<file path="src/rtl/hazard_pkg.sv">
// rtl/hazard_pkg.sv - shared types and constants for the multi-cycle hazard unit
package hazard_pkg;

  typedef enum logic [1:0] {
    FWD_RF  = 2'b00,
    FWD_MEM = 2'b01,
    FWD_WB  = 2'b10
  } fwd_sel_t;

  typedef enum logic [1:0] {
    RUN      = 2'd0,
    MEM_WAIT = 2'd1,
    MDU_WAIT = 2'd2
  } hz_state_t;

  localparam int REG_X0 = 0;

endpackage

</file>
<file path="src/rtl/hazard_fwd_sel.sv">
// rtl/hazard_fwd_sel.sv - single-operand forward selector, M stage beats W stage
module hazard_fwd_sel
  import hazard_pkg::*;
#(
  parameter int REG_ADDR_W = 5
) (
  input  logic [REG_ADDR_W-1:0] rs_i,
  input  logic [REG_ADDR_W-1:0] rd_m_i,
  input  logic                  reg_write_m_i,
  input  logic [REG_ADDR_W-1:0] rd_w_i,
  input  logic                  reg_write_w_i,
  output fwd_sel_t              sel_o
);

  localparam logic [REG_ADDR_W-1:0] X0 = REG_ADDR_W'(REG_X0);

  always_comb begin
    sel_o = FWD_RF;
    if (reg_write_m_i && rd_m_i != X0 && rd_m_i == rs_i) begin
      sel_o = FWD_MEM;
    end else if (reg_write_w_i && rd_w_i != X0 && rd_w_i == rs_i) begin
      sel_o = FWD_WB;
    end
  end

endmodule

</file>
<file path="src/rtl/hazard_unit_mc.sv">
// rtl/hazard_unit_mc.sv - 5-stage RV32 hazard/forwarding controller with
// memory-wait and MDU freezes, stall counter and stuck-stall watchdog
module hazard_unit_mc
  import hazard_pkg::*;
#(
  parameter int REG_ADDR_W = 5,
  parameter int CNT_W      = 32,
  parameter int WD_W       = 8,
  parameter int WD_LIMIT   = 200
) (
  input  logic                  clk,
  input  logic                  rst_n,
  input  logic [REG_ADDR_W-1:0] rs1_d,
  input  logic [REG_ADDR_W-1:0] rs2_d,
  input  logic [REG_ADDR_W-1:0] rs1_e,
  input  logic [REG_ADDR_W-1:0] rs2_e,
  input  logic [REG_ADDR_W-1:0] rd_e,
  input  logic [REG_ADDR_W-1:0] rd_m,
  input  logic [REG_ADDR_W-1:0] rd_w,
  input  logic                  reg_write_m,
  input  logic                  reg_write_w,
  input  logic                  mem_read_e,
  input  logic                  pc_src_e,
  input  logic                  mem_req_m,
  input  logic                  mem_ready_m,
  input  logic                  mdu_start_e,
  input  logic                  mdu_done,
  output logic [1:0]            forward_a_e,
  output logic [1:0]            forward_b_e,
  output logic                  stall_f,
  output logic                  stall_d,
  output logic                  stall_e,
  output logic                  stall_m,
  output logic                  flush_d,
  output logic                  flush_e,
  output logic                  flush_m,
  output logic [CNT_W-1:0]      stall_cycles,
  output logic                  hazard_timeout
);

  localparam logic [REG_ADDR_W-1:0] X0     = REG_ADDR_W'(REG_X0);
  localparam logic [WD_W-1:0]       WD_LIM = WD_W'(WD_LIMIT);

  fwd_sel_t  fwd_a, fwd_b;
  hz_state_t state_q, state_d;
  logic      mdu_done_q;
  logic [CNT_W-1:0] stall_cnt_q;
  logic [WD_W-1:0]  wd_q;
  logic      timeout_q;
  logic      mem_busy, lu, done_eff;
  logic      sf, sd, se, sm, fd, fe, fm;

  hazard_fwd_sel #(.REG_ADDR_W(REG_ADDR_W)) u_fwd_a (
    .rs_i(rs1_e), .rd_m_i(rd_m), .reg_write_m_i(reg_write_m),
    .rd_w_i(rd_w), .reg_write_w_i(reg_write_w), .sel_o(fwd_a)
  );

  hazard_fwd_sel #(.REG_ADDR_W(REG_ADDR_W)) u_fwd_b (
    .rs_i(rs2_e), .rd_m_i(rd_m), .reg_write_m_i(reg_write_m),
    .rd_w_i(rd_w), .reg_write_w_i(reg_write_w), .sel_o(fwd_b)
  );

  assign mem_busy = mem_req_m && !mem_ready_m;
  assign lu       = mem_read_e && rd_e != X0 && (rd_e == rs1_d || rd_e == rs2_d);
  assign done_eff = mdu_done || mdu_done_q;

  // Priority: memory freeze, then MDU wait, then branch, then load-use.
  // The first unfrozen cycle after MEM_WAIT is evaluated exactly like RUN.
  always_comb begin
    state_d = state_q;
    sf = 1'b0; sd = 1'b0; se = 1'b0; sm = 1'b0;
    fd = 1'b0; fe = 1'b0; fm = 1'b0;
    if (mem_busy) begin
      sf = 1'b1; sd = 1'b1; se = 1'b1; sm = 1'b1;
      if (state_q == RUN) state_d = MEM_WAIT;
    end else if ((state_q == MDU_WAIT || mdu_start_e) && !done_eff) begin
      sf = 1'b1; sd = 1'b1; se = 1'b1; fm = 1'b1;
      state_d = MDU_WAIT;
    end else begin
      state_d = RUN;
      if (state_q != MDU_WAIT) begin
        if (pc_src_e) begin
          fd = 1'b1; fe = 1'b1;
        end else if (lu) begin
          sf = 1'b1; sd = 1'b1; fe = 1'b1;
        end
      end
    end
  end

  assign forward_a_e    = rst_n ? fwd_a : FWD_RF;
  assign forward_b_e    = rst_n ? fwd_b : FWD_RF;
  assign stall_f        = rst_n && sf;
  assign stall_d        = rst_n && sd;
  assign stall_e        = rst_n && se;
  assign stall_m        = rst_n && sm;
  assign flush_d        = rst_n && fd;
  assign flush_e        = rst_n && fe;
  assign flush_m        = rst_n && fm;
  assign stall_cycles   = stall_cnt_q;
  assign hazard_timeout = timeout_q;

  always_ff @(posedge clk) begin
    if (!rst_n) begin
      state_q     <= RUN;
      mdu_done_q  <= 1'b0;
      stall_cnt_q <= '0;
      wd_q        <= '0;
      timeout_q   <= 1'b0;
    end else begin
      state_q    <= state_d;
      // a completion seen while frozen is held until the next unfrozen cycle consumes it
      mdu_done_q <= mem_busy && done_eff;
      if (sf && stall_cnt_q != '1) stall_cnt_q <= stall_cnt_q + 1'b1;
      if (state_q == RUN) begin
        wd_q <= '0;
      end else if (wd_q != WD_LIM) begin
        wd_q <= wd_q + 1'b1;
        if (wd_q + 1'b1 == WD_LIM) timeout_q <= 1'b1;
      end
    end
  end

endmodule

</file>
<file path="config.mk">
export PLATFORM = sky130hd
export DESIGN_NAME = hazard_unit_mc
export DESIGN_NICKNAME = d
export VERILOG_FILES = /design/src/rtl/hazard_pkg.sv /design/src/rtl/hazard_fwd_sel.sv /design/src/rtl/hazard_unit_mc.sv
export SDC_FILE = /design/constraint.sdc
export NUM_CORES = 1
export LEC_CHECK = 0
export CORE_MARGIN = 4
export CORE_UTILIZATION = 46
export CTS_CLUSTER_SIZE = 25
export DETAILED_ROUTE_END_ITERATION = 10
export GPL_ROUTABILITY_DRIVEN = 0
export PLACE_DENSITY = 0.79
export SLEW_MARGIN = 5
export SYNTH_ARGS = -nofsm -noshare
export SYNTH_HDL_FRONTEND = slang
export SYNTH_SLANG_ARGS = --single-unit
</file>
<file path="constraint.sdc">
create_clock -name clk -period 3.7 [get_ports clk]
set_input_delay 1.11 -clock clk [delete_from_list [all_inputs] [get_ports clk]]
set_output_delay 1.11 -clock clk [all_outputs]
set_load 0.05 [all_outputs]
</file>
==> results of run 1 <==
-- cell families after synthesis --
family / Yosys count / share of synthesized area (%)
adder cells (fa/ha/maj): 3 / 1.44
buffers and inverters: 15 / 3.21
AND/OR/NAND/NOR: 132 / 29.6
multiplexers: 2 / 0.768
XOR/XNOR: 37 / 12.4
flip-flops: 44 / 33.8
AO/OA/AOI/OAI: 79 / 18.8
-- sequential cells by signal, summed over array words and instances (netlist names) --
register / cells
stall_cycles: 32
mdu_done_q: 1
state_q: 2
hazard_timeout: 1
wd_q: 8
-- worst max-delay path, delay by kind of cell --
kind	cells	cell delay, ns
compound gates	1	0.21
buf+inv	2	0.27
simple gates	3	0.95
-- Yosys cell counts (2+ instances only) --
cell	count	area share, %
sky130_fd_sc_hd__a21oi_1	33	6.3
sky130_fd_sc_hd__nor2b_1	2	0.48
sky130_fd_sc_hd__or3_1	25	6.0
sky130_fd_sc_hd__buf_4	2	0.58
sky130_fd_sc_hd__o211ai_1	3	0.86
sky130_fd_sc_hd__o21ai_0	19	3.6
sky130_fd_sc_hd__o21a_1	3	0.86
sky130_fd_sc_hd__nor2_1	16	2.3
sky130_fd_sc_hd__nand3_1	14	2.7
sky130_fd_sc_hd__ha_1	3	1.4
sky130_fd_sc_hd__o31ai_1	4	1.2
sky130_fd_sc_hd__xnor2_1	20	6.7
sky130_fd_sc_hd__nor3_1	5	0.96
sky130_fd_sc_hd__and3_1	3	0.72
sky130_fd_sc_hd__o21ai_1	9	1.7
sky130_fd_sc_hd__nand2b_1	4	0.96
sky130_fd_sc_hd__and2_1	4	0.96
sky130_fd_sc_hd__o21ai_2	3	1.0
sky130_fd_sc_hd__nor4_1	7	1.7
sky130_fd_sc_hd__inv_1	6	0.86
sky130_fd_sc_hd__dfxtp_1	44	34
sky130_fd_sc_hd__or4_1	8	2.3
sky130_fd_sc_hd__nand2_1	23	3.3
sky130_fd_sc_hd__nand4_1	10	2.4
sky130_fd_sc_hd__xor2_1	17	5.7
sky130_fd_sc_hd__mux2i_1	2	0.77
sky130_fd_sc_hd__and4_1	2	0.67
sky130_fd_sc_hd__clkbuf_1	3	0.43
-- path summary, 6_finish.rpt --
kind / slack (ns) / depth (start not counted) / to / start
setup / recovery: 0.04 / 6 / forward_b_e[1] / rd_m[2]
hold / removal: 0.48 / 1 / hazard_timeout / hazard_timeout
setup reg to reg: 1.29 / 7 / stall_cycles[11] / state_q[0]
hold reg to reg: 0.48 / 1 / hazard_timeout / hazard_timeout
-- stage by stage --
stage               cells  util [%]  instance area [um^2]
floorplan             312         -                  2650
global placement      492      70.3                  3870
detailed placement    492      70.3                  3870
CTS                   503      73.2                  4030
global route          503      73.3                  4040
finish                503      73.3                  4040
-- placed cells by master (no fill, tap or decap), types with 3 or more instances in the layout --
master	count
sky130_fd_sc_hd__clkdlybuf4s50_1	46
sky130_fd_sc_hd__dfxtp_1	44
sky130_fd_sc_hd__a21oi_1	32
sky130_fd_sc_hd__buf_4	30
sky130_fd_sc_hd__or3_1	25
sky130_fd_sc_hd__nand2_1	23
sky130_fd_sc_hd__xnor2_1	20
sky130_fd_sc_hd__dlygate4sd2_1	19
sky130_fd_sc_hd__o21ai_0	18
sky130_fd_sc_hd__xor2_1	16
sky130_fd_sc_hd__nor2_1	15
sky130_fd_sc_hd__nand3_1	14
sky130_fd_sc_hd__nand4_1	10
sky130_fd_sc_hd__buf_12	10
sky130_fd_sc_hd__o21ai_1	9
sky130_fd_sc_hd__inv_1	6
sky130_fd_sc_hd__clkbuf_2	6
sky130_fd_sc_hd__or4_4	5
sky130_fd_sc_hd__nor4_4	5
sky130_fd_sc_hd__nor3_1	5
sky130_fd_sc_hd__clkbuf_8	5
sky130_fd_sc_hd__nand2b_1	4
sky130_fd_sc_hd__o31ai_1	4
sky130_fd_sc_hd__or4_1	4
sky130_fd_sc_hd__and2_1	3
sky130_fd_sc_hd__o211ai_1	3
sky130_fd_sc_hd__clkinv_2	3
sky130_fd_sc_hd__o21a_1	3
sky130_fd_sc_hd__and3_1	3
sky130_fd_sc_hd__ha_1	3
sky130_fd_sc_hd__buf_2	3
sky130_fd_sc_hd__buf_6	3
-- per-layer routing --
metal / track usage, % / vias to the layer above / wire [um]
met5: 0 / - / 0
met4: 6.39 / 0 / 172
met1: 24.5 / 1310 / 3130
li1: - / 1384 / -
met3: 4.17 / 14 / 316
met2: 39.1 / 68 / 3820
-- timing repair --
action                     CTS  global route
setup endpoints to repair    9             8
gates resized for setup     66            13
pin swaps                   22             7
cloned                       0             0
setup buffers                4             0
-- power groups by stage --
| stage | Combinational [mW] | Clock (mW) | Sequential, mW |
|---|---|---|---|
| final | 0.249 | 0.306 | 0.484 |
| after CTS | 0.246 | 0.309 | 0.484 |
| after detailed placement | 0.240 | 0 | 0.495 |
| after global placement | 0.236 | 0 | 0.494 |
| after floorplan | 0.110 | 0 | 0.503 |
| after global routing | 0.266 | 0.324 | 0.485 |
-- area by class of cell --
| cell class | count | area, um^2 |
|---|---|---|
| Multi-Input combinational cell | 253 | 1800 |
| Fill cell | 414 | 1470 |
| Timing Repair Buffer | 119 | 1150 |
| Sequential cell | 44 | 881 |
| Tap cell | 72 | 90.1 |
| Clock buffer | 5 | 68.8 |
| Inverter | 7 | 27.5 |
| Clock inverter | 3 | 18.8 |
==> impl_metrics.toml, run 1 <==
[timing]
worst_slew_pin_slew_ns = 0.939
totalNegativeSetupSlack_ns = 0
fmax_mhz = 273
timing_hold_violations_final = 0
period_minus_slack_ns = 3.66
finalSetupViolCount = 0
final_max_slew_viol_count = 0
final_min_period_over_clock_period_pct = 98.9
finalClockSkew_ns = 0.00934
max-slew-margin-rel_pct = 36.8
hold_ws_ns = 0.475
post-route-worst-setup-slack_ns = 0.0414

[floorplanning]
placeableCoreArea_um2 = 5510
rows = 27
io_pins = 89
die_width_um = 83.3
initial_core_util_pct = 47.4
dieHeight_um = 83.3
fp.dieArea_um2 = 6940

[power_and_ir_drop]
switching_share_of_power_pct = 29.8
seq_power_share_pct = 46.6
cellInternalPower_uw = 729
combinationalPowerShare_pct = 24.0
p_clk_share_pct = 29.4
pwr_density_cell_nw_per_um2 = 257
totalPowerFinal_mw = 1.04
p_sw_uw = 309
power_leakage_nw = 1.42
irDropWorstVdd_mv = 0.166

[setup_path]
timing_worst_setup_path_type = "primary input to output pin"
crit_path_max_fanout = 2
crit_required_ns = 2.59
critPathArrivalTime_ns = 2.55
timing.critical_path.to_type = "output pin"
crit_path_frequent_cell = "sky130_fd_sc_hd__nor4_4"
critical_path.cell_chain = "buf_6, or4_4, o21ai_4, nor4_4, nor4_4, buf_12"
cp-start-kind = "primary input"
crit_slowest_cell = "sky130_fd_sc_hd__or4_4"
worst_path_largest_cell_delay_ns = 0.54

[yosys]
synth.ff_latch_count = 44
yosys_most_used_dff = "sky130_fd_sc_hd__dfxtp_1"
synth_enable_flop_cells = 0
post_synth_inst_count = 312
synthesis.nets = 360
synthDistinctLibCells = 46
synth-async-reset-ratio_pct = 0
synth-seq-area-share_pct = 33.8
yosys_warnings = 0
synthesis.area_um2 = 2610
post_synth.cell_area_avg_um2 = 8.36

[route]
detailroute.via_count = 2776
detail_route.wirelength_mm = 7.45
drt_first_pass_iters = 4
vias_per_cell = 5.52
drcViolationCount = 0
drtIter0Drc = 127
post_detailed_route_wirelength_per_cell_um = 14.8
route.antenna.remaining_nets = 0

[place]
post-dp-hpwl_mm = 5.80
io_buffer_count = 88
preCtsSetupSlack_ns = -0.420

[global_routing]
number_of_antenna_violations_at_the_first_check_in_global_routing = 0
grt_start_max_net_pins = 37
gr-usage-all-layers_pct = 21.2
grt_pass1_vias = 2691
grt_first_pass_wirelength_mm = 12.4
global_route.overflow_total = 0

[clock_network]
clock_sinks = 44
htreeDepth = 2
cts_buffers = 5
cts_hold_buf = 0
clkSlewWorstSetupHoldPaths_ns = 0.08
cts_tree = "done"
clock_tree.root_cell = "sky130_fd_sc_hd__clkbuf_8"
clk_path_buf_depth = 2
clock_insertion_delay_at_the_later_pin_of_the_skew_report_ns = 0.30

[job]
max_cap_violations = 0

[cells_and_area]
area_growth_pct = 54.8
post_route_cells_drive_above_1_share_pct = 21.1
design.final.nets = 478
antennaDiodeCount = 0

[hold_path]
min_path_type = "flop to flop"

[run_status]
status = "complete, no violations"
Note: power is estimated with default switching activity, not from simulation.
==> run 2: changes to the inputs <==
- CORE_ASPECT_RATIO: default -> 1.25
==> run 2 against run 1 <==
Against the previous run:
- non-clock buffer count grew 4
- worst hold slack better by 0.0047 ns
- count of clock-buffer cells in the layout grew 1
- the run now ends with negative setup slack left
- combinational power is 2% higher
- critical path depth is 1 higher
- setup slack got worse by 0.071 ns
- critical path type unchanged
==> impl_metrics.toml, run 2 (synthesis results as in run 1) <==
[run_status]
status = "finished, violations left"
failed_checks = "negative setup slack"

[timing]
finalClockSkew_ns = 0.0109
fmax_mhz = 268
final_max_slew_viol_count = 0
period_minus_slack_ns = 3.73
max-slew-margin-rel_pct = 36.9
finalSetupViolCount = 2
worst_slew_pin_slew_ns = 0.938
post-route-worst-setup-slack_ns = -0.0299
timing_hold_violations_final = 0
final_min_period_over_clock_period_pct = 101
grt_setup_unrepaired = "true"

[global_routing]
grt_start_max_net_pins = 37
grt_first_pass_wirelength_mm = 12.8
gr-usage-all-layers_pct = 23.4
grt_pass1_vias = 2819
number_of_antenna_violations_at_the_first_check_in_global_routing = 0
global_route.overflow_total = 0

[cells_and_area]
final_cells = 499
post_route_cells_drive_above_1_share_pct = 20.2
layout_common_cells = "48 x sky130_fd_sc_hd__clkdlybuf4s50_1, 44 x sky130_fd_sc_hd__dfxtp_1, 32 x sky130_fd_sc_hd__a21oi_1, 30 x sky130_fd_sc_hd__buf_4, 25 x sky130_fd_sc_hd__or3_1"
design.final.nets = 482
largest_register_ff_count = 32
area_growth_pct = 57.8
antennaDiodeCount = 0
most_common_library_cell_in_the_layout_ignoring_fill_and_taps = "sky130_fd_sc_hd__clkdlybuf4s50_1"

[power_and_ir_drop]
switching_share_of_power_pct = 27.3
p_clk_share_pct = 34.8
pwr_density_cell_nw_per_um2 = 275
cellInternalPower_uw = 824
irDropWorstVdd_mv = 0.222
power_leakage_nw = 1.47
seq_power_share_pct = 42.6
totalPowerFinal_mw = 1.13
p_sw_uw = 309
combinationalPowerShare_pct = 22.5

[setup_path]
critPathArrivalTime_ns = 2.62
crit_slowest_cell = "sky130_fd_sc_hd__or4_4"
critical_path.cell_chain = "buf_6, or4_4, o21ai_4, buf_4, nor4_4, nor4_4, buf_12"
r2r_start = "stall_cycles[0]"
rrSetupSlack_ns = 1.42
cp-start-kind = "primary input"
worst_path_largest_cell_delay_ns = 0.55
crit_required_ns = 2.59
crit_path_frequent_cell = "sky130_fd_sc_hd__nor4_4"
crit_path_max_fanout = 2
crit_path_start = "rd_m[2]"
timing.critical_path.to_type = "output pin"
timing_worst_setup_path_type = "primary input to output pin"

[place]
post-dp-hpwl_mm = 5.73
preCtsSetupSlack_ns = -0.428
dpl.cell_count = 486
io_buffer_count = 88

[hold_path]
holdCritStartpoint = "hazard_timeout"
min_path_type = "flop to flop"

[clock_network]
cts_tree = "done"
clock_sinks = 44
cts_hold_buf = 0
cts_buffers = 5
clk_path_buf_depth = 2
clkSlewWorstSetupHoldPaths_ns = 0.08
clock_tree.root_cell = "sky130_fd_sc_hd__clkbuf_8"
clock_insertion_delay_at_the_later_pin_of_the_skew_report_ns = 0.30
htreeDepth = 2

[route]
post_detailed_route_wirelength_per_cell_um = 15.7
drtIter0Drc = 87
vias_per_cell = 5.69
detail_route.wirelength_mm = 7.85
route.antenna.remaining_nets = 0
detailroute.via_count = 2837
drcViolationCount = 0
drt_first_pass_iters = 5

[floorplanning]
initial_core_util_pct = 47.6
rows = 30
die_width_um = 75.3
io_pins = 89
placeableCoreArea_um2 = 5480
fp.dieArea_um2 = 6940
dieHeight_um = 92.2

[job]
max_cap_violations = 0
==> run 2: cell count changes in the layout (fill, tap and decap cells not counted), sizes merged, moves of 3 or more <==
cell	change
dlymetal6s2s	+3
dlygate4sd2	-3
clkbuf	-3
buf	+4
==> run 2: cell type report <==
class	count	area, um^2
Inverter	7	26.3
Sequential cell	44	881
Timing Repair Buffer	123	1230
Tap cell	64	80.1
Clock buffer	6	82.6
Clock inverter	2	38.8
Fill cell	399	1370
Multi-Input combinational cell	253	1780
==> run 2: power by group through the flow <==
| stage | logic [mW] | clock network, mW | registers (mW) |
|---|---|---|---|
| floorplan | 0.110 | 0 | 0.503 |
| global placement | 0.238 | 0 | 0.494 |
| detailed placement | 0.242 | 0 | 0.494 |
| CTS | 0.251 | 0.398 | 0.483 |
| global route | 0.272 | 0.419 | 0.484 |
| finish | 0.255 | 0.395 | 0.483 |
==> run 2: repair_timing <==
| item | in CTS | in global routing |
|---|---|---|
| setup endpoints to repair | 8 | 7 |
| setup buffers | 4 | 1 |
| gates resized for setup | 60 | 11 |
| pin swaps | 20 | 14 |
==> run 2: routing by layer <==
metal,wire length (um),part of all wire (%),up-vias,GRT usage [%]
li1,-,-,1391,-
met1,3030,39,1335,28.3
met2,4170,53,92,39.4
met3,388,4.9,19,4.50
met4,267,3.4,0,9.48
met5,0,0,-,0
==> run 2: per-stage QoR <==
stage                     hold WS [ns]  TNS, ns  cell area [um^2]  util, %
after floorplan                  0.450   -0.301              2650        -
after global placement           0.449    -1.42              3880     70.8
after detailed placement         0.460    -1.72              3880     70.8
after CTS                        0.481        0              4080     74.5
after global routing             0.517   -0.152              4110     75.1
final                            0.480  -0.0439              4110     75.1
==> run 2: critical path: cells and delay by family <==
family	cells	cell delay, ns
buf+inv	3	0.42
compound gates	1	0.16
simple gates	3	0.93
==> run 2: path summary, 6_finish.rpt <==
| path | to | cells past startpoint |
|---|---|---|
| worst min-delay path | hazard_timeout | 1 |
| worst min register to register | hazard_timeout | 1 |
| worst max-delay path | forward_b_e[1] | 7 |
| worst max register to register | stall_cycles[10] | 7 |
